## src/rtl/mod_updown_counter.sv

```systemverilog
// Parametrised up/down counter with load, wrap/saturate ends, cascade terminal count
// and a sticky overflow flag.
module mod_updown_counter #(
   parameter int unsigned      WIDTH     = 4,
   parameter logic [WIDTH-1:0] MAX_VALUE = '1,
   parameter bit               SATURATE  = 1'b0
) (
   input  logic             clk,
   input  logic             reset,
   input  logic             en,
   input  logic             up,
   input  logic             load,
   input  logic [WIDTH-1:0] load_val,
   input  logic             clr_ovf,
   output logic [WIDTH-1:0] Q,
   output logic             tc,
   output logic             wrap,
   output logic             ovf
);

   localparam logic [WIDTH-1:0] ZERO = '0;
   localparam logic [WIDTH-1:0] ONE  = WIDTH'(1);

   logic             at_end_c;
   logic [WIDTH-1:0] load_clamped_c;
   logic [WIDTH-1:0] q_next_c;
   logic             wrap_next_c;
   logic             ovf_next_c;

   // End condition depends on direction; tc is it gated by an actual count cycle.
   assign at_end_c = up ? (Q == MAX_VALUE) : (Q == ZERO);
   assign tc       = en & ~load & at_end_c;

   // A full-range modulus needs no clamp, and the comparison would be constant.
   generate
      if (MAX_VALUE == {WIDTH{1'b1}}) begin : g_no_clamp
         assign load_clamped_c = load_val;
      end else begin : g_clamp
         assign load_clamped_c = (load_val > MAX_VALUE) ? MAX_VALUE : load_val;
      end
   endgenerate

   // Next-state: load beats count; an end event sets ovf even against clr_ovf.
   always_comb begin
      q_next_c    = Q;
      wrap_next_c = 1'b0;
      ovf_next_c  = ovf & ~clr_ovf;
      if (load) begin
         q_next_c = load_clamped_c;
      end else if (en) begin
         if (at_end_c) begin
            wrap_next_c = 1'b1;
            ovf_next_c  = 1'b1;
            if (!SATURATE) begin
               q_next_c = up ? ZERO : MAX_VALUE;
            end
         end else begin
            q_next_c = up ? (Q + ONE) : (Q - ONE);
         end
      end
   end

   always_ff @(posedge clk) begin
      if (reset) begin
         Q    <= ZERO;
         wrap <= 1'b0;
         ovf  <= 1'b0;
      end else begin
         Q    <= q_next_c;
         wrap <= wrap_next_c;
         ovf  <= ovf_next_c;
      end
   end

endmodule

```

## config.mk

```make
export PLATFORM = sky130hd
export DESIGN_NAME = mod_updown_counter
export DESIGN_NICKNAME = d
export VERILOG_FILES = /design/src/rtl/mod_updown_counter.sv
export SDC_FILE = /design/constraint.sdc
export NUM_CORES = 1
export LEC_CHECK = 0
export CORE_AREA = 2 2 39 41
export CTS_BUF_LIST = sky130_fd_sc_hd__clkbuf_8
export DETAILED_ROUTE_END_ITERATION = 8
export DIE_AREA = 0 0 41 43
export PLACE_DENSITY = 0.63
export SYNTH_ARGS = -nofsm -noshare
export SYNTH_HDL_FRONTEND = slang
export SYNTH_SLANG_ARGS = --single-unit
```

## constraint.sdc

```tcl
create_clock -name clk -period 2.2 [get_ports clk]
set_input_delay 0.66 -clock clk [delete_from_list [all_inputs] [get_ports clk]]
set_output_delay 0.66 -clock clk [all_outputs]
set_load 0.1 [all_outputs]
```

==> flow_summary.yaml, run 1 <==
yosys:
  synth_area_leaders: "dfxtp_1 30%, a21oi_1 8.8%, nor2_1 6.6%"
  synth.distinct_cells: 22
  synth_cells: 47
  yosys_register_bits: 6
  syn_area_um2: 397.9
  synth_area_per_cell_um2: 8.466
  ys_seq_area_frac: 0.3019
  yosysWarnings: 0
  synth_top_area_share: 0.3019
  syn-num-nets: 60
  post-synth-top-area-cell: "dfxtp_1"
min_path:
  hold_depth: 2
  hold_path.class: "reg -> reg"
  hp-start: "ovf"
  holdPathEnd: "ovf"
cells_and_area:
  utilization: 0.5208
  area_growth_pct: 81.13
  antenna_cells: 0
  nFillCells: 132
  layout-drive-gt1-share: 0.4054
  final_cells: 90
  layout.nets: 88
status:
  status: "complete, but fails checks"
  violations: "negative setup slack"
cts:
  clock_path_buffers: 2
  htree_num_levels: 1
  cts_sinks: 6
  clk_latency_ns: 0.22
  path_clk_slew_ns: 0.04
  cts-root-buf: "clkbuf_8"
  cts_inserted_buffers: 3
  cts_tree: "built"
critical_path:
  cp_num_buf_inv: 2
  regToRegSetupSlack_ns: 0.69
  crit_path_start_kind: "register"
  arrival_ns: 1.58
  critical_path_class: "reg -> out"
  cp_max_fo: 2
  r2r_end: "Q[2]"
  endpoint_kind: "output port"
  crit_chain: "or4_4 > nor2_4 > o21bai_4 > clkinvlp_4 > buf_12"
  crit_slowest_cell: "or4_4"
  required_ns: 1.54
  r2r_cells: 5
  max_stage_delay_ns: 0.54
  reg2reg_from: "Q[0]"
  critPathTopFamily: "simple AND/OR/NAND/NOR gates"
detailed_routing:
  drt_wl_total_um: 1020
  antenna_left: 0
  drt_iter0_drc: 9
  dr.pass1.iters: 4
  wl_per_cell_um: 11.33
  vias: 424
  viasPerCell: 4.711
  detail_route.drc_violations: 0
sta:
  fin_skew_ns: 0.004985
  rsz0062_at_grt: "true"
  max-slew-margin-rel: 0.8152
  tightest_slew_ns: 0.2796
  fmax_mhz: 446.8
  fin_ws_ns: -0.03822
  layout_min_cycle_time_ns: 2.238
  fin_crit_sh: 1.017
  finalSetupViolCount: 1
  report.final.slew_viol_count: 0
  hold_violations: 0
  whs_ns: 0.4945
global_routing:
  grt_use_met3: 0.09948
  grt-ovfl-total: 0
  use_met1: 0.1839
  grt_antenna_before_repair: 0
  use_met2: 0.1938
  grt_max_degree: 9
  grt_busiest_layer: "met2"
  grt_pass1_wl_um: 1690
  grt_usage: 0.1447
  grt_pass1_vias: 398
floorplanning:
  die-area_um2: 1763
  rows: 14
  io_pins: 17
  die_h_um: 43
  core_area_um2: 1384
  start_util: 0.2875
  die_w_um: 41
placement:
  port_buffers: 16
  hpwl_um: 798.7
  place_inst: 85
  gp_congestion: 0.7669
power_and_ir_drop:
  ir_drop_mv: 0.3698
  leakage_nw: 0.3153
  p_total_w: 0.0004737
  power_density_nw_per_um2: 657.4
run:
  cap_violations: 0
## routing by layer
layer / share of wire / wire length (um) / vias to the layer above
met3: 0.044 / 45 / 0
met1: 0.46 / 470 / 197
met4: 0 / 0 / 0
li1: - / - / 218
met5: 0 / 0 / -
met2: 0.49 / 504 / 9
## what timing repair did
item | 4_1_cts | 5_1_grt
setup endpoints to repair | 1 | 1
resized for setup | 5 | 1
gates cloned | 0 | 0
setup buffers | 0 | 1
pin swaps | 3 | 3
hold buffers | 0 | 0
## worst max-delay path by stage
| stage | from | to | slack (ns) | cells past startpoint |
|---|---|---|---|---|
| 2_1_floorplan | up | tc | -0.05 | 4 |
| 5_1_grt | Q[0] | tc | -0.08 | 5 |
| 4_1_cts | Q[3] | tc | -0.05 | 5 |
| 6_report | Q[0] | tc | -0.04 | 5 |
| 3_3_place_gp | up | tc | -0.36 | 6 |
| 3_5_place_dp | up | tc | -0.37 | 6 |
## state kept, by name (all words and copies together) (netlist names)
signal / cells
ovf: 1
Q: 4
wrap: 1
## layout by cell type (no fill, tap or decap), types with 2 or more instances in the layout
master,synthesis,routed
nor3b_1,2,2
a21oi_1,7,7
clkbuf_8,0,3
dlygate4sd2_1,0,2
nor2_1,7,7
and3_4,0,2
dfxtp_1,6,2
xor2_1,2,2
inv_1,3,3
xnor2_1,2,2
dfxtp_4,0,3
buf_4,0,13
ha_1,2,2
clkdlybuf4s50_1,0,6
buf_12,0,2
## layout make-up
cell class	count	area, um^2	area share
sequential	6	132.6	0.1840
multi-input combinational	37	287.8	0.3993
tap	16	20.02	0.02778
clock inverter	1	3.754	0.005208
inverter	3	15.01	0.02083
timing repair buffer	24	220.2	0.3056
clock buffer	3	41.29	0.05729
## synth_stat cells
master	number
clkbuf_1	1
o21bai_2	1
xnor2_1	2
xor2_1	2
nor2_1	7
a211oi_1	1
a21o_1	1
a2bb2oi_1	1
nor3b_1	2
dfxtp_1	6
and3_1	2
nor2_4	1
o31ai_1	1
a21oi_1	7
inv_1	3
nand2b_1	2
nor3_1	1
fa_1	1
or4_4	1
nand3_1	1
o22ai_1	1
ha_1	2
## stage by stage
step | worst slack [ns] | setup TNS [ns] | cell area (um^2)
floorplan | -0.04687 | -0.04687 | 432.9
global placement | -0.3633 | -0.6468 | 668.1
detailed placement | -0.3692 | -0.6926 | 668.1
CTS | -0.05436 | -0.05436 | 718.2
global route | -0.07806 | -0.07806 | 720.7
finish | -0.03822 | -0.03822 | 720.7
## power breakdown
| group | switching [W] | internal (W) | total, W | leakage [nW] |
|---|---|---|---|---|
| Sequential | 0.0000102 | 0.000118 | 0.000128 | 0.0515 |
| Combinational | 0.000107 | 0.0000710 | 0.000178 | 0.237 |
| Clock | 0.0000480 | 0.000120 | 0.000168 | 0.0269 |
| Total | 0.000165 | 0.000309 | 0.000474 | 0.315 |
## cells by family after synthesis
| logic type | count (synthesis) | synth area share |
|---|---|---|
| buf+inv | 4 | 0.03772 |
| xor+xnor | 4 | 0.08807 |
| compound gates | 13 | 0.2107 |
| fa+ha+maj | 3 | 0.1132 |
| simple gates | 17 | 0.2484 |
| flops | 6 | 0.3019 |
## worst reg2reg max path: stages (launching register included)
cell and delay (ns):
dfxtp_4 0.34, buf_4 0.16, fa_1 0.43, xor2_1 0.15
a211oi_1 0.25, nor3_1 0.07
(Power assumes the default switching activity.)
==> run 2, diff against run 1 <==
--- a/config.mk
+++ b/config.mk
@@ -9,6 +9,7 @@
 export CTS_BUF_LIST = sky130_fd_sc_hd__clkbuf_8
 export DETAILED_ROUTE_END_ITERATION = 8
 export DIE_AREA = 0 0 41 43
+export HOLD_SLACK_MARGIN = 0.12
 export PLACE_DENSITY = 0.63
 export SYNTH_ARGS = -nofsm -noshare
 export SYNTH_HDL_FRONTEND = slang
==> results of run 2 <==
The final DEF is identical to that of run 1; final timing and power are the same.
